===== src/rtl/max14866_ctrl.sv =====
// Serial master for the MAX14866 HV mux: shifts a switch word MSB-first, pulses le_n, captures dout.
// Optional readback compare (adds `mismatch` output) when MAX14866_READBACK_CHECK_EN is defined.
module max14866_ctrl #(
  parameter int SWITCH_N = 16,
  parameter int CLK_DIV  = 4
) (
  input  logic                clk,
  input  logic                rst,
  input  logic [SWITCH_N-1:0] sw_data,
  input  logic                start,
  output logic                busy,
  output logic                done,
  output logic [SWITCH_N-1:0] readback,
  output logic                mux_clk,
  output logic                mux_din,
  output logic                mux_le_n,
  input  logic                mux_dout
`ifdef MAX14866_READBACK_CHECK_EN
  ,
  output logic                mismatch
`endif
);

  localparam int PW = (CLK_DIV > 1) ? $clog2(CLK_DIV) : 1;
  localparam int BW = (SWITCH_N > 1) ? $clog2(SWITCH_N) : 1;
  localparam logic [PW-1:0] PH_MAX  = PW'(CLK_DIV - 1);
  localparam logic [PW-1:0] PH_ONE  = PW'(1);
  localparam logic [BW-1:0] BIT_MAX = BW'(SWITCH_N - 1);
  localparam logic [BW-1:0] BIT_ONE = BW'(1);

  typedef enum logic [2:0] {
    S_IDLE, S_SHIFT_LO, S_SHIFT_HI, S_LATCH, S_GAP, S_DONE
  } state_t;

  state_t              state_q, state_d;
  logic [PW-1:0]       phase_q, phase_d;
  logic [BW-1:0]       bit_q, bit_d;
  logic [SWITCH_N-1:0] sh_q, sh_d;
  logic [SWITCH_N-1:0] rb_d;
  logic                busy_d, done_d, clk_d, din_d, le_d;
  logic                phase_end;

`ifdef MAX14866_READBACK_CHECK_EN
  logic [SWITCH_N-1:0] frame_q, frame_d, last_q, last_d;
  logic                mm_d;
`endif

  always_comb begin
    state_d   = state_q;
    phase_d   = phase_q;
    bit_d     = bit_q;
    sh_d      = sh_q;
    rb_d      = readback;
    busy_d    = busy;
    done_d    = 1'b0;
    clk_d     = mux_clk;
    din_d     = mux_din;
    le_d      = mux_le_n;
    phase_end = (phase_q == '0);
`ifdef MAX14866_READBACK_CHECK_EN
    frame_d   = frame_q;
    last_d    = last_q;
    mm_d      = mismatch;
`endif
    case (state_q)
      S_IDLE: begin
        if (start) begin
          state_d = S_SHIFT_LO;
          busy_d  = 1'b1;
          din_d   = sw_data[SWITCH_N-1];
          sh_d    = sw_data << 1;
          phase_d = PH_MAX;
          bit_d   = BIT_MAX;
`ifdef MAX14866_READBACK_CHECK_EN
          frame_d = sw_data;
`endif
        end
      end
      S_SHIFT_LO: begin
        if (phase_end) begin
          state_d = S_SHIFT_HI;
          clk_d   = 1'b1;
          phase_d = PH_MAX;
        end else phase_d = phase_q - PH_ONE;
      end
      S_SHIFT_HI: begin
        if (phase_end) begin
          // dout lags by one device clock, so this sample is the old word's next bit
          clk_d   = 1'b0;
          rb_d    = {readback[SWITCH_N-2:0], mux_dout};
          phase_d = PH_MAX;
          if (bit_q == '0) begin
            state_d = S_LATCH;
            din_d   = 1'b0;
            le_d    = 1'b0;
          end else begin
            state_d = S_SHIFT_LO;
            din_d   = sh_q[SWITCH_N-1];
            sh_d    = sh_q << 1;
            bit_d   = bit_q - BIT_ONE;
          end
        end else phase_d = phase_q - PH_ONE;
      end
      S_LATCH: begin
        if (phase_end) begin
          state_d = S_GAP;
          le_d    = 1'b1;
          phase_d = PH_MAX;
        end else phase_d = phase_q - PH_ONE;
      end
      S_GAP: begin
        if (phase_end) begin
          state_d = S_DONE;
          busy_d  = 1'b0;
          done_d  = 1'b1;
`ifdef MAX14866_READBACK_CHECK_EN
          mm_d    = (readback != last_q);
          last_d  = frame_q;
`endif
        end else phase_d = phase_q - PH_ONE;
      end
      S_DONE:  state_d = S_IDLE;
      default: state_d = S_IDLE;
    endcase
  end

  always_ff @(posedge clk) begin
    if (rst) begin
      state_q  <= S_IDLE;
      phase_q  <= '0;
      bit_q    <= '0;
      sh_q     <= '0;
      readback <= '0;
      busy     <= 1'b0;
      done     <= 1'b0;
      mux_clk  <= 1'b0;
      mux_din  <= 1'b0;
      mux_le_n <= 1'b1;
`ifdef MAX14866_READBACK_CHECK_EN
      frame_q  <= '0;
      last_q   <= '0;
      mismatch <= 1'b0;
`endif
    end else begin
      state_q  <= state_d;
      phase_q  <= phase_d;
      bit_q    <= bit_d;
      sh_q     <= sh_d;
      readback <= rb_d;
      busy     <= busy_d;
      done     <= done_d;
      mux_clk  <= clk_d;
      mux_din  <= din_d;
      mux_le_n <= le_d;
`ifdef MAX14866_READBACK_CHECK_EN
      frame_q  <= frame_d;
      last_q   <= last_d;
      mismatch <= mm_d;
`endif
    end
  end

endmodule

===== config.mk =====
export PLATFORM = sky130hd
export DESIGN_NAME = max14866_ctrl
export DESIGN_NICKNAME = d
export VERILOG_FILES = /design/src/rtl/max14866_ctrl.sv
export SDC_FILE = /design/constraint.sdc
export NUM_CORES = 1
export LEC_CHECK = 0
export CAP_MARGIN = 15
export CORE_MARGIN = 3
export CORE_UTILIZATION = 40
export CTS_CLUSTER_SIZE = 12
export DETAILED_ROUTE_END_ITERATION = 12
export GPL_TIMING_DRIVEN = 0
export PLACE_DENSITY = 0.66
export SYNTH_ARGS = -nofsm -noshare
export SYNTH_HDL_FRONTEND = slang
export SYNTH_SLANG_ARGS = --single-unit
export TNS_END_PERCENT = 50

===== constraint.sdc =====
create_clock -name clk -period 2.7 [get_ports clk]
set_input_delay 0.54 -clock clk [delete_from_list [all_inputs] [get_ports clk]]
set_output_delay 0.54 -clock clk [all_outputs]
set_load 0.03 [all_outputs]

==> results of run 1 <==
-- state kept, by name, indices dropped and copies added (netlist names) --
register and flops:
readback 16, state_q 3, mux_clk 1, done 1, sh_q 15, mux_le_n 1
busy 1, bit_q 4, phase_q 2, mux_din 1
-- cell usage after synthesis, types with 3 or more instances --
cell type / n
sky130_fd_sc_hd__nor3_1: 6
sky130_fd_sc_hd__dfxtp_1: 45
sky130_fd_sc_hd__inv_1: 5
sky130_fd_sc_hd__a21oi_1: 22
sky130_fd_sc_hd__o21ai_0: 6
sky130_fd_sc_hd__nand2_1: 43
sky130_fd_sc_hd__a31oi_1: 3
sky130_fd_sc_hd__a222oi_1: 14
sky130_fd_sc_hd__buf_2: 3
sky130_fd_sc_hd__nor2_1: 26
sky130_fd_sc_hd__clkbuf_1: 12
-- power by group through the flow --
| stage | logic [mW] | registers, mW | clock network [mW] |
|---|---|---|---|
| floorplan | 0.185 | 0.757 | 0 |
| global placement | 0.277 | 0.751 | 0 |
| detailed placement | 0.281 | 0.752 | 0 |
| CTS | 0.283 | 0.737 | 0.412 |
| global route | 0.314 | 0.743 | 0.431 |
| finish | 0.282 | 0.737 | 0.402 |
-- tightest hold or removal path: stages, from the launching register on --
cell and delay, ns:
sky130_fd_sc_hd__dfxtp_1 0.31, sky130_fd_sc_hd__nand2_1 0.05, sky130_fd_sc_hd__a21oi_1 0.06
-- per-stage QoR --
stage               power (mW)  util, %  setup slack, ns  hold slack [ns]
finish                   1.422    56.05           0.4232           0.4628
global route             1.489    56.05           0.2384           0.4908
CTS                      1.432    56.05           0.4344           0.4624
detailed placement       1.033    54.05           0.1277           0.4515
global placement         1.028    54.05           0.1553           0.4432
floorplan               0.9424        -           0.7303           0.4557
-- cell type report --
cell class / count / area [um^2] / area share, %
Sequential cell: 45 / 900.9 / 38.26
Multi-Input combinational cell: 149 / 823.3 / 34.96
Timing Repair Buffer: 39 / 390.4 / 16.58
Clock buffer: 7 / 76.32 / 3.241
Buffer: 17 / 75.07 / 3.188
Tap cell: 50 / 62.56 / 2.657
Inverter: 5 / 18.77 / 0.7970
Clock inverter: 1 / 7.507 / 0.3188
-- metal layers --
| metal | routed length [um] | part of all wire (%) | vias up |
|---|---|---|---|
| li1 | - | - | 861 |
| met1 | 1963 | 47 | 794 |
| met2 | 1896 | 45 | 45 |
| met3 | 272 | 6.5 | 8 |
| met4 | 65 | 1.5 | 0 |
| met5 | 0 | 0 | - |
-- kinds of logic after synthesis --
group | Yosys count | synth area share, %
adders and majority gates | 2 | 1.376
AOI/OAI and AO/OA | 55 | 20.85
buffers and inverters | 22 | 5.161
xor gates and xnor gates | 1 | 0.4818
DFF | 45 | 49.55
and+or+nand+nor | 90 | 22.02
muxes | 1 | 0.5506
-- how the worst min path moves through the flow --
stage / start / end / slack [ns] / cells past startpoint
global placement: readback[15]$_SDFFE_PP0P_ / readback[15]$_SDFFE_PP0P_ / 0.44 / 2
global route: readback[6]$_SDFFE_PP0P_ / readback[7]$_SDFFE_PP0P_ / 0.49 / 2
CTS: readback[15]$_SDFFE_PP0P_ / readback[15]$_SDFFE_PP0P_ / 0.46 / 2
floorplan: phase_q[1]$_SDFFE_PP0P_ / phase_q[1]$_SDFFE_PP0P_ / 0.46 / 2
detailed placement: readback[15]$_SDFFE_PP0P_ / readback[15]$_SDFFE_PP0P_ / 0.45 / 2
finish: readback[15]$_SDFFE_PP0P_ / readback[15]$_SDFFE_PP0P_ / 0.46 / 2
==> results.md, run 1 <==
- Root buffer cell: sky130_fd_sc_hd__clkbuf_8
- Busiest metal layer after global routing: met2
- GR Overflow Total: 0
- CTS sink cnt: 45
- Post-synthesis net count: about 240
- Register area share after synthesis: 49.55%
- Relative contribution of combinational cells to total power: between 10% and 20%
- DRC Markers: 0
- Final cell area excluding filler cells: 0.002355 mm^2
- Maximum number of pins on one net before global-route repair: 14
- Start-to-end type of the worst setup path: primary input to register
- First-pass detailed-route iteration total: 4
- Clock slew at the register clock pins of the worst setup and hold paths: approximately 0.080 ns
- WP depth: 7
- Worst setup path startpoint: start
- FF-to-FF End: sh_q[10]$_SDFFE_PP0P_
- TritonCTS clock tree: done
- Detailed-route wire length per cell: 13.41 um
- Synth async-reset ratio: 0%
- Relative slew slack: approximately 67%
- Inserted Diodes: 0
- Total I/O pin count: 41
- Switching power: between 400 and 500 uW
- Count of different cell masters after synthesis: 35
- Data arrival at the endpoint of the critical path: 2.45 ns
- Die width: 73.42 um
- Vias after detailed routing: 1,708
- Starting utilization of the core area: 43.27%
- Number of enable-type register cells in the synthesized netlist: 0
- Critical path's largest stage delay: slightly below 0.6 ns
- Routing usage on met1: between 20% and 30%
- Cell internal pwr: 1.018 mW
- RSZ-0062 raised after global routing: false
- PortBufs: 39
- Worst hold-check path type: register to register
- Global Route met2 Usage: 25.02%
- Number of hold buffers added after cts: 0
- FF-to-FF setup slack: 0.47 ns
- Reg2reg path depth: 9
- Data required time of the worst path: 2.88 ns
- Final worst path period share: 84.33%
- Max FO, Critical Path: 10
- Max-cap violations: 0
- Mean instance size in the synthesized netlist: about 8.4 um^2
- Fraction of power spent switching nets: 28.36%
- Portion of total power attributed to sequential cells: between 50 and 60%
- Worst Path Buf+Inv: 3
- Filler Cells Inserted: 420
- Number of standard cells after synthesis: 216
- RR Startpoint: phase_q[0]$_SDFFE_PP0P_
- Area fraction of the dominant cell type after synthesis: 49.55%
- M3 GR Usage: under 10%
- Floorplan core area: 0.004202 mm^2
- Placed cell count: 305
- Detailed Route Iter0 Violations: 137
- Achievable clock frequency: 439.2 MHz
- Transition at the pin with the smallest max-transition slack: 0.4941 ns
- Num CTS Buffers: 5
- Global-route wire length before repair: 6720 um
- Largest vdd supply drop: 292.3 uV
- Final critical delay including setup and external delays: 2.277 ns
- CTS max path bufs: 2
- Fraction of layout cells with a size suffix above 1: under 10%
- Summed negative setup slack over all endpoints: 0 ns
- Count of non-filler cells in the finished layout: 313
- Ranking of synthesized cells by area: sky130_fd_sc_hd__dfxtp_1 (50%), sky130_fd_sc_hd__nand2_1 (8.9%), sky130_fd_sc_hd__a222oi_1 (7.7%), sky130_fd_sc_hd__a21oi_1 (6.1%), sky130_fd_sc_hd__nor2_1 (5.4%)
- Endpoints failing hold: 0
- Detail-routed via count per cell: around 5.5
- Initial antenna violation count: 0
- NumNets Final: 284
- Die footprint: 0.005390 mm^2
- Yosys warning total: 0
- Post-CTS repair timing setup buffer count: 0
- H-tree levels: 2
- Die height: 73.42 um
- CP Capture Type: register
- Final count of negative-setup-slack endpoints: 0
- Ordered cell list for the critical path: clkdlybuf4s50_1 -> mux2i_1 -> or4_1 -> buf_2 -> buf_6 -> a222oi_1 -> nor2_1
- Mapped cell area: 0.001818 mm^2
- Total length of routed wires: around 4200 um
- Clock latency at the later pin of the worst-skew pair: between 0.2 and 0.3 ns
- Ratio of total power to cell area: 603.7 mW/mm^2
- Highest-count cells in the layout ignoring fill and taps: sky130_fd_sc_hd__dfxtp_1 (45), sky130_fd_sc_hd__nand2_1 (43), sky130_fd_sc_hd__clkdlybuf4s50_1 (39)
- Top Family by Delay on Critical Path: buffers and inverters
- Routed Antenna Nets: 0
- Number of storage elements in the synthesis netlist: 45
- Outcome: complete, no violations
- Total track usage: approximately 16%
- Post-synth top flop: sky130_fd_sc_hd__dfxtp_1
- Static leakage: 0.8216 nW
- Area growth, synth to finish: 29.53%
- Quantity of gates resized following cts: 0
- Most common library cell in the layout ignoring fill and taps: sky130_fd_sc_hd__dfxtp_1
- Number of global-route vias before repair: 1,523
- Cell with the biggest individual delay on the critical path: sky130_fd_sc_hd__clkdlybuf4s50_1
- Final clock skew: 0.006094 ns
- Placement row count: 23
- Clock network fraction of total power: around 28%
- Routability Congestion: 0.8018
- CP Capture Point: sh_q[10]$_SDFFE_PP0P_
- Slew Viols, Final: 0
- Kind of start point of the critical path: primary input
- Placed standard-cell area: 0.002271 mm^2
- Detailed placer's ending HPWL: 3002 um
- Leading area contributor after synthesis: sky130_fd_sc_hd__dfxtp_1
No activity file was read; power rests on OpenSTA's default activity.
==> run 2: changes to the inputs <==
--- a/config.mk
+++ b/config.mk
@@ -11,7 +11,7 @@
 export CTS_CLUSTER_SIZE = 12
 export DETAILED_ROUTE_END_ITERATION = 12
 export GPL_TIMING_DRIVEN = 0
-export PLACE_DENSITY = 0.66
+export PLACE_DENSITY = 0.68
 export SYNTH_ARGS = -nofsm -noshare
 export SYNTH_HDL_FRONTEND = slang
 export SYNTH_SLANG_ARGS = --single-unit
==> constraint.sdc (replaced) <==
create_clock -name clk -period 2 [get_ports clk]
set_input_delay 0.4 -clock clk [delete_from_list [all_inputs] [get_ports clk]]
set_output_delay 0.4 -clock clk [all_outputs]
set_load 0.03 [all_outputs]
==> run 2 against run 1 <==
Net effect:
- critical path type is now register to register
- sequential power is 36% higher
- first-iteration DRC count is 40% higher
- utilization is 2.9 points higher
- clock power is 50% higher
==> results.md, run 2 (synthesized netlist as in run 1, its figures left out) <==
- Outcome: complete, no violations
- CTS sink cnt: 45 (unchanged)
- CTS max path bufs: 2 (unchanged)
- First-pass detailed-route iteration total: 5 (+1)
- RR Startpoint: bit_q[0]$_SDFFE_PP0P_
- Inserted Diodes: 0 (unchanged)
- Start-to-end type of the worst setup path: register to register
- Portion of total power attributed to sequential cells: 48.7% (-3.1 points)
- Total length of routed wires: 4432 um (+5.6%)
- Fraction of layout cells with a size suffix above 1: 13.06% (+8.5 points)
- Worst slack at placement: -0.4198 ns (-0.5475 ns)
- Endpoints failing hold: 0 (unchanged)
- Slew Viols, Final: 0 (unchanged)
- Min-Delay Path Depth: 2 (unchanged)
- Registers with the highest flip-flop counts: readback (16), sh_q (15), bit_q (4)
- Clock slew at the register clock pins of the worst setup and hold paths: 0.08 ns (about the same)
- Global-route wire length before repair: 7265 um (+8.1%)
- Relative slew slack: 67.22% (+0.28 points)
- Worst Path Buf+Inv: 2 (-1)
- Routing usage on met1: 22.45% (+1.3 points)
- Static leakage: 0.8753 nW (+6.5%)
- Number of global-route vias before repair: 1,607 (+5.5%)
- Beginning of the worst hold path: readback[15]$_SDFFE_PP0P_
- Top Family by Delay on Critical Path: simple AND/OR/NAND/NOR gates
- Placement row count: 23 (unchanged)
- Final worst path period share: a little over nine tenths
- Cell with the biggest individual delay on the critical path: sky130_fd_sc_hd__nor3b_1
- Largest register by flop count: readback
- GR Overflow Total: 0 (unchanged)
- Transition at the pin with the smallest max-transition slack: 0.4906 ns (-0.003470 ns)
- Vias after detailed routing: 1,744 (+2.1%)
- Core occupancy in the finished layout: 58.96% (+2.9 points)
- Num CTS Buffers: 5 (unchanged)
- Busiest metal layer after global routing: met2
- Cell internal pwr: 1.488 mW (+46%)
- Largest vdd supply drop: 526.5 uV (+80%)
- Number of flip-flops in the largest register: 16 (unchanged)
- Area growth, synth to finish: 36.27%
- Routed Antenna Nets: 0 (unchanged)
- NumNets Final: 289 (+1.8%)
- Maximum number of pins on one net before global-route repair: 14 (unchanged)
- FF-to-FF End: sh_q[14]$_SDFFE_PP0P_
- M3 GR Usage: 3.420% (unchanged)
- Final critical delay including setup and external delays: 1.903 ns
- Die width: 73.42 um (unchanged)
- Max-cap violations: 0 (unchanged)
- Most common library cell in the layout ignoring fill and taps: sky130_fd_sc_hd__nand2_1
- Floorplan core area: 0.004202 mm^2 (unchanged)
- Die height: 73.42 um (unchanged)
- Fraction of power spent switching nets: 27.53% (-0.84 points)
- Detail-routed via count per cell: 5.484 (+0.50%)
- TritonCTS clock tree: done
- Data arrival at the endpoint of the critical path: 2.08 ns (-0.37 ns)
- Global Route met2 Usage: 27.81% (+2.8 points)
- Achievable clock frequency: 525.4 MHz
- Data required time of the worst path: 2.17 ns (-0.71 ns)
- Clock latency at the later pin of the worst-skew pair: 0.29 ns (about the same)
- Starting utilization of the core area: 43.27% (unchanged)
- DRC Markers: 0 (unchanged)
- Total I/O pin count: 41 (unchanged)
- Die footprint: 0.005390 mm^2 (unchanged)
- Max FO, Critical Path: 10 (unchanged)
- Total track usage: 17.16% (+1.2 points)
- Routability Congestion: 0.8296 (+3.5%)
- Relative contribution of combinational cells to total power: 21.9% (+2.0 points)
- Detailed Route Iter0 Violations: 192 (+40%)
- Detailed placer's ending HPWL: 2936 um (-2.2%)
- Root buffer cell: sky130_fd_sc_hd__clkbuf_8
- Initial antenna violation count: 0 (unchanged)
- Worst hold-check path type: register to register
- Reg2reg path depth: 7 (-2)
- Highest-count cells in the layout ignoring fill and taps: sky130_fd_sc_hd__nand2_1 (43), sky130_fd_sc_hd__dfxtp_1 (41), sky130_fd_sc_hd__clkdlybuf4s50_1 (38)
- Kind of start point of the critical path: register
- Switching power: 565.2 uW (+40%)
- Final count of negative-setup-slack endpoints: 0 (unchanged)
- CP Capture Type: register
- PortBufs: 39 (unchanged)
- Ordered cell list for the critical path: inv_1 -> ha_4 -> nor3b_1 -> nor2_4 -> clkbuf_1 -> a222oi_1 -> nor2_1
- FF-to-FF setup slack: 0.1 ns (-0.37 ns)
- Hold Path Sink: readback[15]$_SDFFE_PP0P_
- Detailed-route wire length per cell: 13.94 um (+3.9%)
- H-tree levels: 2 (unchanged)
- Ratio of total power to cell area: 828.9 mW/mm^2 (+37%)
- Final critical-path setup slack: 0.09657 ns (-0.3266 ns)
- Critical path's largest stage delay: 0.43 ns (-0.16 ns)
- Clock network fraction of total power: 29.4% (+1.1 points)
- Final clock skew: 0.005458 ns (-0.0006353 ns)
[run 2: cell count changes in the layout (fill, tap and decap cells not counted), sizes merged]
cell           previous run  this run
buf                       5        11
clkbuf                   19        18
clkdlybuf4s50            39        38
clkinv                    0         1
clkinvlp                  1         0
dlygate4sd2               0         1
[run 2: worst max path at each step]
stage	cells past startpoint	endpoint	from	slack, ns
after floorplan	9	sh_q[10]$_SDFFE_PP0P_	phase_q[0]$_SDFFE_PP0P_	0.03
after CTS	9	sh_q[14]$_SDFFE_PP0P_	phase_q[1]$_SDFFE_PP0P_	-0.02
after detailed placement	7	sh_q[14]$_SDFFE_PP0P_	start	-0.42
after global routing	7	sh_q[3]$_SDFFE_PP0P_	bit_q[0]$_SDFFE_PP0P_	-0.01
after global placement	7	sh_q[10]$_SDFFE_PP0P_	start	-0.40
final	7	sh_q[14]$_SDFFE_PP0P_	bit_q[0]$_SDFFE_PP0P_	0.1
[run 2: cell type report]
class,instances,area [um^2]
buffer,14,62.56
clock buffer,7,96.34
clock inverter,1,5.005
fill,401,1724
inverter,5,18.77
multi-input combinational,149,873.3
sequential,45,905.9
tap,50,62.56
timing repair buffer,47,452.9
[run 2: routing by layer]
layer	part of all wire, %	up-vias	routed length [um]
met1	49	819	2161
met5	0	-	0
met2	45	44	2009
met4	1.4	0	61
met3	4.5	6	198
li1	-	875	-
[run 2: stage by stage]
step	cell area (um^2)	hold slack (ns)	power, mW	instances	TNS [ns]
global placement	2271	0.4419	1.385	305	-6.079
CTS	2455	0.4664	2.050	320	-0.01918
floorplan	1818	0.4557	1.272	216	0
finish	2477	0.4644	2.053	318	0
detailed placement	2271	0.4544	1.390	305	-6.067
global route	2477	0.4944	2.160	318	-0.01502
[run 2: what timing repair did]
item | 4_1_cts | 5_1_grt
setup buffers | 7 | 1
hold buffers | 0 | 0
pin swaps | 4 | 5
gates resized for setup | 12 | 14
endpoints found under the setup margin | 28 | 29
[run 2: worst min-delay path, cell delays in order (launching register included)]
cell and delay (ns):
sky130_fd_sc_hd__dfxtp_1 0.32, sky130_fd_sc_hd__nand2_1 0.05, sky130_fd_sc_hd__a21oi_1 0.05
[run 2: power groups by stage]
stage               clock network (mW)  registers [mW]  logic, mW
floorplan                            0            1.02      0.250
global placement                     0            1.01      0.371
global route                     0.656            1.01      0.497
CTS                              0.623           0.995      0.432
finish                           0.604           0.999      0.450
detailed placement                   0            1.01      0.375
==> run 3: changes to the inputs <==
--- a/config.mk
+++ b/config.mk
@@ -8,10 +8,10 @@
 export CAP_MARGIN = 15
 export CORE_MARGIN = 3
 export CORE_UTILIZATION = 40
-export CTS_CLUSTER_SIZE = 12
 export DETAILED_ROUTE_END_ITERATION = 12
 export GPL_TIMING_DRIVEN = 0
 export PLACE_DENSITY = 0.68
+export SKIP_LAST_GASP = 1
 export SYNTH_ARGS = -nofsm -noshare
 export SYNTH_HDL_FRONTEND = slang
 export SYNTH_SLANG_ARGS = --single-unit
==> results of run 3 <==
The final DEF is identical to that of run 2; final timing and power are the same.
==> edit (config.mk and constraints of run 1) <==
Change the parameter `CLK_DIV` from 4 to 8.
--- a/src/rtl/max14866_ctrl.sv
+++ b/src/rtl/max14866_ctrl.sv
@@ -2,7 +2,7 @@
 // Optional readback compare (adds `mismatch` output) when MAX14866_READBACK_CHECK_EN is defined.
 module max14866_ctrl #(
   parameter int SWITCH_N = 16,
-  parameter int CLK_DIV  = 4
+  parameter int CLK_DIV  = 8
 ) (
   input  logic                clk,
   input  logic                rst,
Formal check against the unedited RTL: not equivalent (a bounded check fails within 10 cycles, from zero or initial values and one cycle with rst high).
==> edit against run 1 <==
Power is 0.93% higher; sequential share of layout area is 1.7 points lower; sequential power is 2% higher; worst hold slack worse by 0.76 ps; largest cell class is now multi-input combinational cells; area after synthesis is 7.9% higher; routed wire length is 10% higher; sequential cell count is 1 higher; setup slack better by 310 ps; via count is 6.4% higher; register-to-register slack better by 380 ps; die area is 7.3% higher; cell area is 7.0% higher; largest power group unchanged; clock power is 3% higher; highest routed layer unchanged; first-iteration DRC count is 10% lower.
==> edit: results (changes against run 1) <==
[metrics] distinct cell type count after synthesis: 40 (was 35)
[metrics] count of multi-input combinational gates: 164 (was 149)
[metrics] worst setup skew after layout: 8.858 ps (was 6.094 ps)
[metrics] share of cell area taken by muxes after synthesis: 0.5102% (was 0.5506%)
[metrics] status: complete, no violations (unchanged)
[metrics] clock group power: 0.000414 W (was 0.000402 W)
[metrics] multi-input gate area in the final layout: 929.6 um2 (was 823.3 um2)
[metrics] Data buffer area share: 18.87% (was 19.77%)
[metrics] met3 usage in global routing: 6.147% (was 3.420%)
[metrics] synthesized net count: 258 (was 238)
[metrics] minimum setup slack among reg-to-reg paths: 850 ps (was 470 ps)
[metrics] post-layout net count: 304 (was 284)
[metrics] post-synthesis xor/xnor area fraction: 0.4464% (was 0.4818%)
[metrics] count of state elements after synthesis: 46 (was 45)
[metrics] Sequential Area: 920.9 um2 (was 900.9 um2)
[metrics] Global Route met2 Usage: 24.02% (was 25.02%)
[metrics] fraction of final layout cells with drive strength greater than 1: 7.447% (was 4.563%)
[metrics] fin util: 55.57% (was 56.05%)
[metrics] Global Route Usage Sum: 16.27% (was 15.92%)
[metrics] adder-cell area share of the yosys netlist: 1.913% (was 1.376%)
[metrics] DRC violation total after the first TritonRoute iteration: 123 (was 137)
[metrics] non-clock buffer instance count of the final layout: 57 (was 56)
[metrics] Commonest cells post-synth: sky130_fd_sc_hd__dfxtp_1 (46), sky130_fd_sc_hd__nand2_1 (41), sky130_fd_sc_hd__a21oi_1 (37), sky130_fd_sc_hd__a22oi_1 (16), sky130_fd_sc_hd__nand3_1 (15) (was sky130_fd_sc_hd__dfxtp_1 (45), sky130_fd_sc_hd__nand2_1 (43), sky130_fd_sc_hd__nor2_1 (26), sky130_fd_sc_hd__a21oi_1 (22), sky130_fd_sc_hd__a222oi_1 (14))
[metrics] first-pass GRT wire length: 7.948 mm (was 6.720 mm)
[metrics] clock network share of area: 3.426% (was 3.560%)
edit: changes by cell type after synthesis, moves of 2 or more:
cell,before,now
sky130_fd_sc_hd__nor2_1,26,5
sky130_fd_sc_hd__a21oi_1,22,37
sky130_fd_sc_hd__nand3_1,0,15
sky130_fd_sc_hd__a22oi_1,2,16
sky130_fd_sc_hd__a222oi_1,14,1
sky130_fd_sc_hd__buf_2,3,8
sky130_fd_sc_hd__clkbuf_1,12,7
sky130_fd_sc_hd__and3_1,0,3
sky130_fd_sc_hd__a221oi_1,2,0
sky130_fd_sc_hd__nand2_1,43,41
sky130_fd_sc_hd__nor2_2,0,2
sky130_fd_sc_hd__nor2b_1,1,3
edit: metrics by stage:
stage / hold WS [ps] / instance area, um2 / setup slack, ps
6_report: 462.0 / 2520 / 737.6
2_1_floorplan: 437.8 / 1962 / 1004
4_1_cts: 465.7 / 2520 / 747.2
3_5_place_dp: 453.2 / 2434 / 482.5
3_3_place_gp: 446.0 / 2434 / 504.9
5_1_grt: 489.4 / 2520 / 619.9
edit: critical path, stage by stage:
cell	delay, ps
sky130_fd_sc_hd__clkdlybuf4s50_1	540
sky130_fd_sc_hd__nor2b_1	270
sky130_fd_sc_hd__and2_1	170
sky130_fd_sc_hd__buf_2	170
sky130_fd_sc_hd__buf_2	240
sky130_fd_sc_hd__a22oi_1	90
sky130_fd_sc_hd__a21oi_1	160
edit: worst paths after layout:
kind	startpoint	to	depth (start not counted)
worst max-delay path	start	sh_q[13]$_SDFFE_PP0P_	7
worst min-delay path	readback[15]$_SDFFE_PP0P_	readback[15]$_SDFFE_PP0P_	2
worst max register to register	phase_q[0]$_SDFFE_PP0P_	bit_q[0]$_SDFFE_PP0P_	7
worst min register to register	readback[15]$_SDFFE_PP0P_	readback[15]$_SDFFE_PP0P_	2
